--- src/rtl/rs_encode_resp_framer.sv ---
// Frames Reed-Solomon encoder output lines into responses: NUM_LINES data lines per block,
// then ceil(num_blocks/PARITY_PER_LINE) parity lines. Define RS_FRAMER_SKID_EN for a registered 2-entry output skid.
module rs_encode_resp_framer #(
    parameter int NUM_REQ_BLOCKS_W = 8,
    parameter int DATA_W           = 512,
    parameter int NUM_LINES        = 4,
    parameter int PARITY_PER_LINE  = 16,
    parameter int META_FIFO_DEPTH  = 4
) (
    input  logic                        clk,
    input  logic                        rst,
    input  logic                        src_framer_meta_val,
    input  logic [NUM_REQ_BLOCKS_W-1:0] src_framer_meta_num_blocks,
    output logic                        framer_src_meta_rdy,
    input  logic                        stream_encoder_framer_data_val,
    input  logic [DATA_W-1:0]           stream_encoder_framer_data,
    output logic                        framer_stream_encoder_data_rdy,
    output logic                        framer_dst_resp_val,
    output logic [DATA_W-1:0]           framer_dst_resp_data,
    output logic                        framer_dst_resp_parity,
    output logic                        framer_dst_resp_last,
    input  logic                        dst_framer_resp_rdy
);

    localparam int CW     = NUM_REQ_BLOCKS_W + 1;
    localparam int PLOG   = $clog2(PARITY_PER_LINE);
    localparam int LINE_W = (NUM_LINES > 1) ? $clog2(NUM_LINES) : 1;
    localparam int AW     = (META_FIFO_DEPTH > 1) ? $clog2(META_FIFO_DEPTH) : 1;

    typedef enum logic [1:0] {IDLE, DATA, PARITY} state_e;

    logic [NUM_REQ_BLOCKS_W-1:0] meta_mem_q [META_FIFO_DEPTH];
    logic [AW:0]                 wr_ptr_q, wr_ptr_d, rd_ptr_q, rd_ptr_d;
    logic                        fifo_empty, fifo_full, meta_push, meta_pop;
    logic [NUM_REQ_BLOCKS_W-1:0] head_nb;
    logic [CW-1:0]               par_sum;

    state_e                      state_q, state_d;
    logic [NUM_REQ_BLOCKS_W-1:0] num_blocks_q, num_blocks_d;
    logic [NUM_REQ_BLOCKS_W-1:0] blk_cnt_q, blk_cnt_d;
    logic [LINE_W-1:0]           line_cnt_q, line_cnt_d;
    logic [CW-1:0]               par_cnt_q, par_cnt_d;
    logic [CW-1:0]               par_total_q, par_total_d;
    logic                        active_q, active_d;
    logic                        parity_q, parity_d;
    logic                        last_q, last_d;
    logic                        line_xfer;

    assign fifo_empty = (wr_ptr_q == rd_ptr_q);
    assign fifo_full  = (wr_ptr_q[AW] != rd_ptr_q[AW]) && (wr_ptr_q[AW-1:0] == rd_ptr_q[AW-1:0]);
    assign framer_src_meta_rdy = !fifo_full && !rst;
    assign meta_push  = src_framer_meta_val && framer_src_meta_rdy;
    assign head_nb    = meta_mem_q[rd_ptr_q[AW-1:0]];
    assign par_sum    = CW'(head_nb) + CW'(PARITY_PER_LINE - 1);
    assign line_xfer  = stream_encoder_framer_data_val && framer_stream_encoder_data_rdy;

`ifdef RS_FRAMER_SKID_EN
    logic [DATA_W-1:0] skid_data_q [2];
    logic [1:0]        skid_par_q, skid_last_q;
    logic              skid_wr_q, skid_wr_d, skid_rd_q, skid_rd_d;
    logic [1:0]        skid_cnt_q, skid_cnt_d;
    logic              skid_pop;

    // Input side only looks at skid occupancy (and whether a frame is open), never at dst ready.
    assign framer_stream_encoder_data_rdy = active_q && !rst && (skid_cnt_q != 2'd2);
    assign framer_dst_resp_val    = (skid_cnt_q != 2'd0) && !rst;
    assign framer_dst_resp_data   = skid_data_q[skid_rd_q];
    assign framer_dst_resp_parity = skid_par_q[skid_rd_q] && framer_dst_resp_val;
    assign framer_dst_resp_last   = skid_last_q[skid_rd_q] && framer_dst_resp_val;
    assign skid_pop = framer_dst_resp_val && dst_framer_resp_rdy;

    always_comb begin
        skid_wr_d  = skid_wr_q ^ line_xfer;
        skid_rd_d  = skid_rd_q ^ skid_pop;
        skid_cnt_d = skid_cnt_q + {1'b0, line_xfer} - {1'b0, skid_pop};
    end

    always_ff @(posedge clk) begin
        if (line_xfer) begin
            skid_data_q[skid_wr_q] <= stream_encoder_framer_data;
            skid_par_q[skid_wr_q]  <= parity_q;
            skid_last_q[skid_wr_q] <= last_q;
        end
    end
`else
    assign framer_stream_encoder_data_rdy = active_q && !rst && dst_framer_resp_rdy;
    assign framer_dst_resp_val    = active_q && !rst && stream_encoder_framer_data_val;
    assign framer_dst_resp_data   = stream_encoder_framer_data;
    assign framer_dst_resp_parity = parity_q && !rst;
    assign framer_dst_resp_last   = last_q && !rst;
`endif

    always_ff @(posedge clk) begin
        if (meta_push) begin
            meta_mem_q[wr_ptr_q[AW-1:0]] <= src_framer_meta_num_blocks;
        end
    end

    always_comb begin
        state_d      = state_q;
        num_blocks_d = num_blocks_q;
        blk_cnt_d    = blk_cnt_q;
        line_cnt_d   = line_cnt_q;
        par_cnt_d    = par_cnt_q;
        par_total_d  = par_total_q;
        active_d     = active_q;
        parity_d     = parity_q;
        last_d       = last_q;
        meta_pop     = 1'b0;

        unique case (state_q)
            IDLE: begin
                // Zero-block requests are popped and dropped without leaving IDLE.
                if (!fifo_empty) begin
                    meta_pop = 1'b1;
                    if (head_nb != '0) begin
                        num_blocks_d = head_nb;
                        blk_cnt_d    = '0;
                        line_cnt_d   = '0;
                        par_cnt_d    = '0;
                        par_total_d  = par_sum >> PLOG;
                        active_d     = 1'b1;
                        state_d      = DATA;
                    end
                end
            end
            DATA: begin
                if (line_xfer) begin
                    if (line_cnt_q == LINE_W'(NUM_LINES - 1)) begin
                        line_cnt_d = '0;
                        if (blk_cnt_q == num_blocks_q - NUM_REQ_BLOCKS_W'(1)) begin
                            blk_cnt_d = '0;
                            parity_d  = 1'b1;
                            last_d    = (par_total_q == CW'(1));
                            state_d   = PARITY;
                        end else begin
                            blk_cnt_d = blk_cnt_q + NUM_REQ_BLOCKS_W'(1);
                        end
                    end else begin
                        line_cnt_d = line_cnt_q + LINE_W'(1);
                    end
                end
            end
            PARITY: begin
                if (line_xfer) begin
                    if (last_q) begin
                        par_cnt_d = '0;
                        active_d  = 1'b0;
                        parity_d  = 1'b0;
                        last_d    = 1'b0;
                        state_d   = IDLE;
                    end else begin
                        par_cnt_d = par_cnt_q + CW'(1);
                        last_d    = (par_cnt_q + CW'(2) == par_total_q);
                    end
                end
            end
            default: state_d = IDLE;
        endcase

        wr_ptr_d = wr_ptr_q + {{AW{1'b0}}, meta_push};
        rd_ptr_d = rd_ptr_q + {{AW{1'b0}}, meta_pop};
    end

    always_ff @(posedge clk) begin
        if (rst) begin
            state_q      <= IDLE;
            num_blocks_q <= '0;
            blk_cnt_q    <= '0;
            line_cnt_q   <= '0;
            par_cnt_q    <= '0;
            par_total_q  <= '0;
            active_q     <= 1'b0;
            parity_q     <= 1'b0;
            last_q       <= 1'b0;
            wr_ptr_q     <= '0;
            rd_ptr_q     <= '0;
`ifdef RS_FRAMER_SKID_EN
            skid_wr_q    <= 1'b0;
            skid_rd_q    <= 1'b0;
            skid_cnt_q   <= 2'd0;
`endif
        end else begin
            state_q      <= state_d;
            num_blocks_q <= num_blocks_d;
            blk_cnt_q    <= blk_cnt_d;
            line_cnt_q   <= line_cnt_d;
            par_cnt_q    <= par_cnt_d;
            par_total_q  <= par_total_d;
            active_q     <= active_d;
            parity_q     <= parity_d;
            last_q       <= last_d;
            wr_ptr_q     <= wr_ptr_d;
            rd_ptr_q     <= rd_ptr_d;
`ifdef RS_FRAMER_SKID_EN
            skid_wr_q    <= skid_wr_d;
            skid_rd_q    <= skid_rd_d;
            skid_cnt_q   <= skid_cnt_d;
`endif
        end
    end

endmodule

--- config.mk ---
export PLATFORM = sky130hd
export DESIGN_NAME = rs_encode_resp_framer
export DESIGN_NICKNAME = d
export VERILOG_FILES = /design/src/rtl/rs_encode_resp_framer.sv
export SDC_FILE = /design/constraint.sdc
export NUM_CORES = 1
export LEC_CHECK = 0
export BUFFER_PORTS_ARGS = -buffer_cell sky130_fd_sc_hd__buf_2
export CAP_MARGIN = 20
export CORE_AREA = 2 2 407 409
export DETAILED_ROUTE_END_ITERATION = 8
export DIE_AREA = 0 0 409 411
export SLEW_MARGIN = 20
export SYNTH_ARGS = -nofsm -noshare
export SYNTH_HDL_FRONTEND = slang
export SYNTH_SLANG_ARGS = --single-unit
--- constraint.sdc ---
create_clock -name clk -period 5 [get_ports clk]
set_input_delay 0.5 -clock clk [delete_from_list [all_inputs] [get_ports clk]]
set_output_delay 0.5 -clock clk [all_outputs]
set_load 0.01 [all_outputs]
# Word level (Yosys, flattened, before mapping)
# Memory sizes are Yosys's and may differ from the RTL's. A register that Yosys moved wholly into a read port is not among the register bits.
# Index checks and enable logic that the tools add are counted.
# Widths: inputs -> output; s select.
classes:
  n_addsub: 8
  n_eq_ne: 16
  mux: 44
  n_bitwise: 1
  reduce_logical: 24
ops:
  columns: ["op", "count"]
  rows:
  - ["$mux 8", 5]
  - ["$mux 9", 4]
  - ["$mux 2", 12]
  - ["$pmux 9 s2", 1]
  - ["$mux 1", 16]
  - ["$pmux 8 s2", 1]
  - ["$reduce_and 5->1", 3]
  - ["$ne 2x2->1 const B", 7]
  - ["$add 8x4->9 const B", 1]
  - ["$add 9x1->9 const B", 1]
  - ["$add 9x2->9 const B", 1]
  - ["$eq 9x5->1", 1]
  - ["$logic_and 1x1->1", 9]
  - ["$add 8x1->8 const B", 1]
  - ["$eq 8x8->1", 1]
  - ["$reduce_and 4->1", 2]
  - ["$reduce_bool 8->1", 1]
  - ["$sub 8x1->8 const B", 1]
  - ["$reduce_and 7->1", 1]
  - ["$add 3x1->3", 2]
  - ["$pmux 1 s2", 3]
  - ["$pmux 2 s3", 1]
  - ["$reduce_and 6->1", 1]
  - ["$reduce_bool 2->1", 3]
  - ["12 further kinds", 14]
word_totals:
  register_bits: 43
  mem_bits_rw: 32
  inputBits: 525
  out_inout_bits: 517
  elab_cells: 105
  memories: 1
mem_list:
  columns: ["name", "depth", "width", "read_ports", "rd_clocked_by_memory_dff", "wr", "line_no", "source"]
  rows:
  - ["meta_mem_q", 4, 8, 1, 1, 1, "32", "logic [NUM_REQ_BLOCKS_W-1:0] meta_mem_q [META_FIFO_DEPTH];"]

# Longest topological paths before layout
# Gate-level depths: netlist of the first run.
logic_depth:
  ltp_word: 7
  depth_mapped: 10
  depth_no_buf: 9

# Least setup slack after synthesis of the first run
# No wires, ideal clock.
synth_timing:
  kind: "register to register"
  startpoint: "register rd_ptr_q[0]"
  endpoint: "register blk_cnt_q[6]"
  setup_ns: 0.126
  t_arrival_ns: 2.328
  required_time_ns: 4.874
  slack_ns: 2.546
  path_stages_with_launch: 10
  path_buffers: 2
  synth_period_minus_slack_ns: 2.454
  cell_sequence: "dfxtp_1 buf_6 mux4_2 or4_4 o21ai_4 nor2b_1 buf_4 inv_2 nand2_2 o32ai_1"
synth_via:
  elab_chain_cells: 3
synth_lines:
  columns: ["item", "line_no", "source"]
  rows:
  - ["from (decl)", "33", "logic [AW:0] wr_ptr_q, wr_ptr_d, rd_ptr_q, rd_ptr_d;"]
  - ["from (signal assigned)", "194", "rd_ptr_q <= rd_ptr_d;"]
  - ["$eq 3x3->1", "49", "assign fifo_empty = (wr_ptr_q == rd_ptr_q);"]
  - ["$ne 2x2->1 (no source line)", null, null]
  - ["$reduce_and 5->1 (no source line)", null, null]
  - ["to (signal assigned)", "186", "blk_cnt_q <= blk_cnt_d;"]
  - ["to (decl)", "40", "logic [NUM_REQ_BLOCKS_W-1:0] blk_cnt_q, blk_cnt_d;"]
# Every way passes these cells.
# A chain may end at the register's enable or synchronous reset.

# Worst setup path in the final report of the first run
# Same ends and word-level chain as after synthesis.

==> results of run 1 <==
==> cell families after synthesis <==
kind of cell               share of synthesized area, %
buffers and inverters                              53.4
and+or+nand+nor                                    8.83
DFF                                                24.6
AOI/OAI and AO/OA                                  4.69
xor gates and xnor gates                           4.25
muxes                                              2.70
adders and majority gates                          1.52
==> worst max path at each step <==
stage / to / slack (ns) / cells after the start
6_report: blk_cnt_q[6] / 1.67 / 7
5_1_grt: blk_cnt_q[6] / 1.43 / 7
4_1_cts: blk_cnt_q[6] / 1.63 / 7
3_5_place_dp: blk_cnt_q[6] / 1.65 / 7
3_3_place_gp: blk_cnt_q[7] / 1.71 / 7
2_1_floorplan: blk_cnt_q[6] / 2.55 / 9
==> cell usage after synthesis, types with 3 or more instances <==
cell	instances
nor2_1	29
clkbuf_1	9
xor2_1	12
nand4_1	3
o32ai_1	3
buf_4	514
a31oi_1	3
nand2_1	41
o21ai_0	5
nor3_1	7
dfxtp_1	43
edfxtp_1	32
nand2b_1	3
ha_1	9
nor2b_1	9
o32ai_2	3
a21oi_1	28
nand3_1	17
xnor2_1	24
mux4_2	8
inv_1	12
and3_1	10
==> layout by cell type, fill, tap and decap left out, types with 2 or more instances in the layout <==
| cell | Yosys | layout |
|---|---|---|
| a21oi_1 | 28 | 28 |
| a31oi_1 | 3 | 3 |
| nand3_1 | 17 | 17 |
| edfxtp_1 | 32 | 32 |
| xor2_1 | 12 | 12 |
| ha_1 | 9 | 9 |
| mux2i_1 | 2 | 2 |
| mux4_2 | 8 | 8 |
| nand2b_1 | 3 | 3 |
| o32ai_1 | 3 | 3 |
| nor2_1 | 29 | 29 |
| and4b_1 | 2 | 2 |
| xnor2_1 | 24 | 24 |
| nand4_1 | 3 | 3 |
| clkbuf_16 | 0 | 9 |
| buf_2 | 2 | 17 |
| nand2_1 | 41 | 41 |
| nor3_1 | 7 | 7 |
| inv_6 | 0 | 3 |
| nor3b_1 | 2 | 2 |
| and3_1 | 10 | 10 |
| buf_4 | 514 | 3 |
| dfxtp_1 | 43 | 43 |
| o32ai_2 | 3 | 3 |
| or4_4 | 2 | 2 |
| or3_1 | 2 | 2 |
| o21ai_0 | 5 | 5 |
| inv_1 | 12 | 12 |
| nor2b_1 | 9 | 9 |
==> final cells by class <==
type,instances,area [µm²],area share [%]
Clock buffer,9,225,3.40
Clock inverter,7,57.6,0.868
Inverter,13,48.8,0.736
Multi-Input combinational cell,240,1630,24.6
Sequential cell,75,1820,27.5
Tap cell,2189,2740,41.3
Timing Repair Buffer,20,108,1.62
==> layer usage <==
metal / share of wire (%) / vias to the layer above
met1: 7.7 / 1384
met5: 0.25 / -
met4: 3.9 / 8
met2: 40 / 930
met3: 48 / 136
li1: - / 1256
==> sequential cells by signal, indices dropped and copies added, names as in the netlist, 2 cells and up <==
name          flops
num_blocks_q      8
rd_ptr_q          3
line_cnt_q        2
par_total_q       5
par_cnt_q         9
blk_cnt_q         8
state_q           2
meta_mem_q       32
wr_ptr_q          3
==> power breakdown <==
group	switching [µW]	internal, µW	total (µW)
combinational	341	262	603
sequential	98.9	708	807
clock	268	343	611
total	708	1310	2020
==> metrics by stage <==
step / setup WS (ns) / hold slack (ns) / power, µW / cells
2_1_floorplan: 2.55 / 0.427 / 1730 / 854
3_3_place_gp: 1.71 / 0.444 / 1410 / 2537
3_5_place_dp: 1.65 / 0.459 / 1420 / 2537
4_1_cts: 1.63 / 0.361 / 2040 / 2553
5_1_grt: 1.43 / 0.370 / 2160 / 2553
6_report: 1.67 / 0.370 / 2020 / 2553
==> impl_metrics.tcl, run 1 <==
set metrics [dict create \
    cts_max_path_buffers 2 \
    use_met1_pct 2.72 \
    yosysWarnings 0 \
    ys.flop_type "dfxtp_1" \
    power.density_nw_per_um2 305 \
    final_hold_viol_count 0 \
    r2r_cells 7 \
    cts_resized 0 \
    remaining_drc_errors 0 \
    final_antenna_net_count 0 \
    cts.sinks 75 \
    stdcell_area_um2 6630 \
    clk_latency_ns 0.34 \
    grt_use_met3_pct 28.7 \
    cts_root_buf "clkbuf_16" \
    synth_edf_count 32 \
    postCtsHoldBufs 0 \
    slew-limit-headroom_pct 54.9 \
    finalSetupTns_ns 0 \
    holdPathEnd "meta_mem_q[3][0]" \
    use_met2_pct 18.1 \
    antenna_found_initial 0 \
    dr.pass1.iters 4 \
    io_pins 1042 \
    arrival_ns 3.54 \
    critPathKind "reg2reg" \
    design.die.area_um2 168000 \
    numCtsBuffers 9 \
    gr-max-usage-layer "met3" \
    clock.fmax_mhz 301 \
    cap_violations 0 \
    dp_hpwl_um 107000 \
    synth_top_area_share_pct 52.0 \
    crit_slowest_cell "dfxtp_1" \
    fill_cells 19400 \
    synth_area_leaders "buf_4, edfxtp_1, dfxtp_1" \
    timing.final.crit_share_pct 66.5 \
    yosysSeqAreaShare_pct 24.6 \
    startpoint "rd_ptr_q[0]" \
    finalClockSkew_ns 0.00602 \
    reg2reg_to "blk_cnt_q[6]" \
    nets 893 \
    outcome "complete, no violations" \
    io_buffers 17 \
    via_per_inst 1.45 \
    synth_largest_area_cell "buf_4" \
    hold_path.startpoint "src_framer_meta_num_blocks[0]" \
    synth_fp_nets 1388 \
    ir_worst_vdd_mv 0.249 \
    cts_tree "done" \
    wl_per_cell_um 43.7 \
    crit_required_ns 5.22 \
    place.gp.congestion 0.849 \
    synthDistinctLibCells 46 \
    areaGrowthSynthToFinish_pct -10.6 \
    core_um2 164000 \
    worst_pin_slew_ns 0.677 \
    drtIter0Drc 181 \
    p_leak_uw 0.00148 \
    grt_max_degree 35 \
    cts_max_level 3 \
    r2r_start "rd_ptr_q[0]" \
    drive_gt1_share_pct 14.3 \
    path_cells "mux4_2 > or4_4 > o21ai_4 > nor2b_1 > inv_2 > nand2_2 > o32ai_1" \
    min_path_type "in2reg" \
    crit_buf_inv 1 \
    cp_max_fo 14 \
    synth_cells 854 \
    fp.dieW_um 409 \
    grt_pass1_wl_um 120000 \
    slew_violations 0 \
    critPathMaxStageDelay_ns 0.70 \
    vias 3714 \
    cp_top_family "simple AND/OR/NAND/NOR gates" \
    diodes 0 \
    post-cts-setup-buffer-count 0 \
    path_clk_slew_ns 0.06 \
    fin_crit_ns 3.33 \
    grt-ovfl-total 0 \
    routed_wirelength_um 112000 \
    yosys_register_bits 75 \
    grt_pass1_vias 3547 \
    dieHeight_um 411 \
    rows 149 \
    crit_path_end_kind "flop" \
    synth_area_um2 7410 \
    hold_path_depth 1 \
    post-route-util_pct 4.05 \
    syn_avg_cell_area_um2 8.68 \
    grt_usage_pct 12.7 \
    initial_core_util_pct 4.52 \
    r2r_setup_slack_ns 1.67 \
    placed_area_um2 6350 \
    start_kind "flop" \
    rsz0062_at_grt "no" \
    async_reset_ff_share_pct 0 \
    setup_viol 0 \
]
Note: power is estimated with default switching activity, not from simulation.
==> run 2: changes to the inputs <==
--- a/config.mk
+++ b/config.mk
@@ -7,9 +7,9 @@
 export LEC_CHECK = 0
 export BUFFER_PORTS_ARGS = -buffer_cell sky130_fd_sc_hd__buf_2
 export CAP_MARGIN = 20
-export CORE_AREA = 2 2 407 409
+export CORE_AREA = 2 2 410 412
 export DETAILED_ROUTE_END_ITERATION = 8
-export DIE_AREA = 0 0 409 411
+export DIE_AREA = 0 0 412 414
 export SLEW_MARGIN = 20
 export SYNTH_ARGS = -nofsm -noshare
 export SYNTH_HDL_FRONTEND = slang
==> constraint.sdc (replaced) <==
create_clock -name clk -period 3 [get_ports clk]
set_input_delay 0.3 -clock clk [delete_from_list [all_inputs] [get_ports clk]]
set_output_delay 0.3 -clock clk [all_outputs]
set_load 0.01 [all_outputs]
==> impl_metrics.tcl, run 2 (same netlist as run 1, synthesis figures left out) <==
set metrics [dict create \
    areaGrowthSynthToFinish_pct -9.18 \
    cts_root_buf "clkbuf_16" \
    swShare_pct 34.0 \
    via_per_inst 1.49 \
    grt_max_degree 24 \
    clkPwrFrac_pct 32.2 \
    slew-limit-headroom_pct 58.1 \
    grt_usage_pct 13.4 \
    timing.final.crit_share_pct 91.3 \
    r2r_start "rd_ptr_q[0]" \
    critPathMaxStageDelay_ns 0.60 \
    multi_input_area_um2 1630 \
    rsz0062_at_grt "no" \
    largest_register_ffs 32 \
    place_inst 2559 \
    setup_viol 0 \
    nets 900 \
    min_path_type "in2reg" \
    cts.sinks 75 \
    dp_hpwl_um 114000 \
    finalClockSkew_ns 0.00517 \
    p_leak_uw 0.00153 \
    dr.pass1.iters 6 \
    slew_violations 0 \
    crit_slowest_cell "or4_4" \
    drtIter0Drc 300 \
    placed_area_um2 6420 \
    clk_latency_ns 0.34 \
    final_common_cell "dfxtp_1" \
    io_pins 1042 \
    path_cells "buf_4 > mux4_2 > or4_4 > o21ai_4 > nor2b_1 > buf_4 > inv_2 > nand2_2 > o32ai_1" \
    start_kind "flop" \
    finalSetupTns_ns 0 \
    routed_wirelength_um 119000 \
    clock.fmax_mhz 365 \
    crit_path_frequent_cell "buf_4" \
    fin_crit_ns 2.74 \
    remaining_drc_errors 0 \
    ir_worst_vdd_mv 0.466 \
    worst_pin_slew_ns 0.628 \
    p_switching_uw 1200 \
    mostFrequentLayoutCells "dfxtp_1, nand2_1, edfxtp_1" \
    numCtsBuffers 9 \
    cts_resized 0 \
    post-cts-setup-buffer-count 0 \
    comb_power_share_pct 30.6 \
    wl_per_cell_um 46.3 \
    cap_violations 0 \
    design.die.area_um2 171000 \
    cts_max_level 3 \
    stdcell_area_um2 6730 \
    crit_required_ns 3.22 \
    finalNonFillerCells 2575 \
    io_buffers 17 \
    arrival_ns 2.96 \
    grt_pass1_wl_um 128000 \
    postCtsHoldBufs 0 \
    initial_core_util_pct 4.46 \
    core_um2 166000 \
    power.density_nw_per_um2 525 \
    ff_latch_area_um2 1820 \
    final_hold_viol_count 0 \
    diodes 0 \
    cp_max_fo 10 \
    rows 150 \
    drive_gt1_share_pct 16.2 \
    fp.dieW_um 412 \
    fill_cells 19800 \
    cts_max_path_buffers 2 \
    dieHeight_um 414 \
    final_antenna_net_count 0 \
    vias 3839 \
    startpoint "rd_ptr_q[0]" \
    grt_pass1_vias 3557 \
    outcome "complete, no violations" \
    place.gp.congestion 0.833 \
    p_int_uw 2330 \
    antenna_found_initial 0 \
    cts_tree "done" \
    grt-ovfl-total 0 \
    path_clk_slew_ns 0.06 \
    critPathKind "reg2reg" \
    pwr-share-seq_pct 37.2 \
    crit_path_end_kind "flop" \
    hold_path.startpoint "src_framer_meta_num_blocks[4]" \
]
## run 2: cell types whose count changed in the layout (fill, tap and decap cells not counted), sizes merged
cell and delta:
inv +2, buf +7, clkinvlp -1, clkinv -2, bufinv +1
## run 2: final cells by class
| class | count | area share (%) |
|---|---|---|
| clock buffer | 9 | 3.34 |
| clock inverter | 7 | 1.34 |
| inverter | 13 | 0.725 |
| multi-input combinational | 240 | 24.2 |
| sequential | 75 | 27.1 |
| tap | 2204 | 41.0 |
| timing repair buffer | 27 | 2.38 |
## run 2: stage by stage
stage	setup WS (ns)	utilization [%]	power, µW	hold WS, ns
after floorplan	0.546	-	2880	0.399
after global placement	0.261	3.86	2400	0.440
after detailed placement	0.260	3.86	2420	0.440
after CTS	0.257	4.05	3570	0.159
after global routing	0.133	4.05	3770	0.167
final	0.261	4.05	3540	0.170
## run 2: power groups by stage
stage	clock network, µW	registers, µW	logic [µW]
after floorplan	0	1290	1590
after global placement	0	1330	1070
after detailed placement	0	1340	1080
after CTS	1170	1310	1090
after global routing	1220	1330	1220
final	1140	1310	1080
## run 2: worst paths after layout
kind                                    endpoint  slack, ns  cells past startpoint
worst max register to register      blk_cnt_q[6]       0.26                      9
worst min register to register          parity_q       0.45                      2
worst min-delay path            meta_mem_q[2][4]       0.17                      1
worst max-delay path                blk_cnt_q[6]       0.26                      9
## run 2: routing by layer
layer,routed length [µm],vias to the layer above,GRT usage (%)
met2,53400,966,21.3
met1,11400,1456,3.65
li1,-,1272,-
met3,48500,137,25.3
met5,269,-,1.72
met4,5590,8,5.26
## run 2: critical path, delay by kind of cell (launching register included)
family,cells,cell delay [ns]
mux,1,0.52
flops,1,0.33
simple gates,3,0.93
buf+inv,3,0.38
compound gates,2,0.47
==> run 3: changes to the inputs <==
--- a/config.mk
+++ b/config.mk
@@ -5,11 +5,12 @@
 export SDC_FILE = /design/constraint.sdc
 export NUM_CORES = 1
 export LEC_CHECK = 0
+export ABC_AREA = 1
 export BUFFER_PORTS_ARGS = -buffer_cell sky130_fd_sc_hd__buf_2
 export CAP_MARGIN = 20
-export CORE_AREA = 2 2 410 412
+export CORE_AREA = 2 2 401 403
 export DETAILED_ROUTE_END_ITERATION = 8
-export DIE_AREA = 0 0 412 414
+export DIE_AREA = 0 0 403 405
 export SLEW_MARGIN = 20
 export SYNTH_ARGS = -nofsm -noshare
 export SYNTH_HDL_FRONTEND = slang
==> impl_metrics.tcl, run 3 <==
set metrics [dict create \
    initial_core_util_pct 4.88 \
    yosysWarnings 0 \
    place_inst 2599 \
    synth_cells 1016 \
    numCtsBuffers 9 \
    yosysSeqAreaShare_pct 23.4 \
    crit_path_frequent_cell "nand2_1" \
    crit_path_end_kind "flop" \
    critPathKind "reg2reg" \
    timing.final.crit_share_pct 76.2 \
    synth_area_leaders "buf_4, edfxtp_1, dfxtp_1" \
    arrival_ns 2.54 \
    startpoint "rd_ptr_q[0]" \
    r2r_start "rd_ptr_q[0]" \
    slew_violations 0 \
    synth_largest_area_cell "buf_4" \
    hold_path.startpoint "src_framer_meta_num_blocks[4]" \
    path_cells "inv_4 > nand2_1 > nand3_1 > nand2_1 > nand2_1 > nor2_4 > nand3_4 > nand3_2 > inv_2 > nand2_1 > nand2_2 > a21oi_1" \
    finalSetupTns_ns 0 \
    cts_resized 0 \
    rows 147 \
    clock.fmax_mhz 438 \
    cts_max_path_buffers 2 \
    ir_worst_vdd_mv 0.473 \
    start_kind "flop" \
    syn_avg_cell_area_um2 7.65 \
    finalClockSkew_ns 0.00536 \
    final_common_cell "nand2_1" \
    dieHeight_um 405 \
    cap_violations 0 \
    rsz0062_at_grt "no" \
    synth_top_area_share_pct 49.6 \
    placed_area_um2 6590 \
    synthDistinctLibCells 35 \
    final_antenna_net_count 0 \
    synth_area_um2 7770 \
    outcome "complete, no violations" \
    final_hold_viol_count 0 \
    p_int_uw 2310 \
    io_pins 1042 \
    vias 4449 \
    fp.dieW_um 403 \
    design.die.area_um2 163000 \
    drtIter0Drc 244 \
    grt_pass1_wl_um 120000 \
    yosysMostFrequentCell "buf_4" \
    synthTopCellsByCount "buf_4, nand2_1, nor2_1" \
    pwr-share-seq_pct 35.6 \
    grt_max_degree 22 \
    worst_pin_slew_ns 0.484 \
    dp_hpwl_um 106000 \
    crit_required_ns 3.25 \
    postCtsHoldBufs 0 \
    io_buffers 17 \
    setup_viol 0 \
    synth_edf_count 32 \
    dr.pass1.iters 4 \
    routed_wirelength_um 111000 \
    cts_tree "done" \
    clk_latency_ns 0.33 \
    cts_max_level 3 \
    slew-limit-headroom_pct 67.7 \
    nets 1058 \
    antenna_found_initial 5 \
    crit_slowest_cell "dfxtp_1" \
    r2r_setup_slack_ns 0.71 \
    ys.flop_type "dfxtp_1" \
    critPathMaxStageDelay_ns 0.62 \
    areaGrowthSynthToFinish_pct -11.2 \
    grt_pass1_vias 4207 \
    fin_crit_ns 2.29 \
    cp_max_fo 16 \
    min_path_type "in2reg" \
    via_per_inst 1.70 \
    clkPwrFrac_pct 30.5 \
    drive_gt1_share_pct 11.7 \
    post-cts-setup-buffer-count 0 \
    power.density_nw_per_um2 531 \
    core_um2 159000 \
    cts_root_buf "clkbuf_16" \
    ff_latch_area_um2 1820 \
    wl_per_cell_um 42.3 \
    p_switching_uw 1360 \
    multi_input_area_um2 1810 \
    largest_register_ffs 32 \
    cts.sinks 75 \
    grt_usage_pct 13.0 \
    fill_cells 19000 \
    path_clk_slew_ns 0.06 \
    whs_ns 0.194 \
    stdcell_area_um2 6900 \
    swShare_pct 37.1 \
    grt-ovfl-total 0 \
    finalNonFillerCells 2617 \
    comb_power_share_pct 33.9 \
    yosys_register_bits 75 \
    async_reset_ff_share_pct 0 \
    mostFrequentLayoutCells "nand2_1, nor2_1, inv_1" \
    place.gp.congestion 0.855 \
    remaining_drc_errors 0 \
    synth_fp_nets 1550 \
    p_leak_uw 0.00187 \
]
## run 3: cell count changes in the layout (fill, tap and decap cells not counted), moves of 11 or more
cell	previous run	this run
inv_1	12	53
nand2_1	41	129
nand3_1	17	41
nor2_1	29	64
o21ai_0	5	19
xnor2_1	24	13
## run 3: cell families after synthesis
group	share of synthesized area (%)
AND/OR/NAND/NOR	15.8
buffers and inverters	53.3
adder cells (fa/ha/maj)	1.45
XOR/XNOR	2.70
flip-flops	23.4
AO/OA/AOI/OAI	3.28
## run 3: critical path: cells and delay by family (launching register included)
kind / cells / cell delay (ns)
simple gates: 9 / 1.15
compound gates: 1 / 0.14
flops: 1 / 0.62
buf+inv: 2 / 0.29
## run 3: routing by layer
metal	vias to the layer above	wire length [µm]	global-route usage [%]
met3	159	50600	28.1
met1	1677	9940	3.19
met5	-	504	2.14
li1	1661	-	-
met2	942	44400	18.5
met4	10	5090	5.05
## run 3: cell type report
cell class / count / share of cell area, %
Clock inverter: 6 / 1.16
Clock buffer: 10 / 3.32
Tap cell: 2086 / 37.8
Antenna cell: 2 / 0.0725
Inverter: 59 / 3.28
Timing Repair Buffer: 22 / 1.78
Sequential cell: 75 / 26.4
Multi-Input combinational cell: 357 / 26.2
## run 3: path summary, 6_finish.rpt
path / endpoint / cells after the start
worst max-delay path: blk_cnt_q[3] / 12
worst min-delay path: meta_mem_q[1][4] / 1
worst max register to register: blk_cnt_q[3] / 12
worst min register to register: parity_q / 2
## run 3: power by group through the flow
| stage | clock, µW | combinational (µW) | sequential, µW |
|---|---|---|---|
| final | 1120 | 1240 | 1300 |
| after global routing | 1180 | 1450 | 1320 |
| after CTS | 1130 | 1260 | 1300 |
| after detailed placement | 0 | 1240 | 1320 |
| after global placement | 0 | 1230 | 1320 |
| after floorplan | 0 | 1760 | 1270 |
## run 3: stage by stage
step           utilization, %  power (µW)  setup WS [ns]
2_1_floorplan               -        3030           1.08
5_1_grt                  4.33        3940          0.396
3_5_place_dp             4.14        2570          0.729
4_1_cts                  4.33        3690          0.702
6_report                 4.33        3660          0.715
3_3_place_gp             4.14        2550          0.644
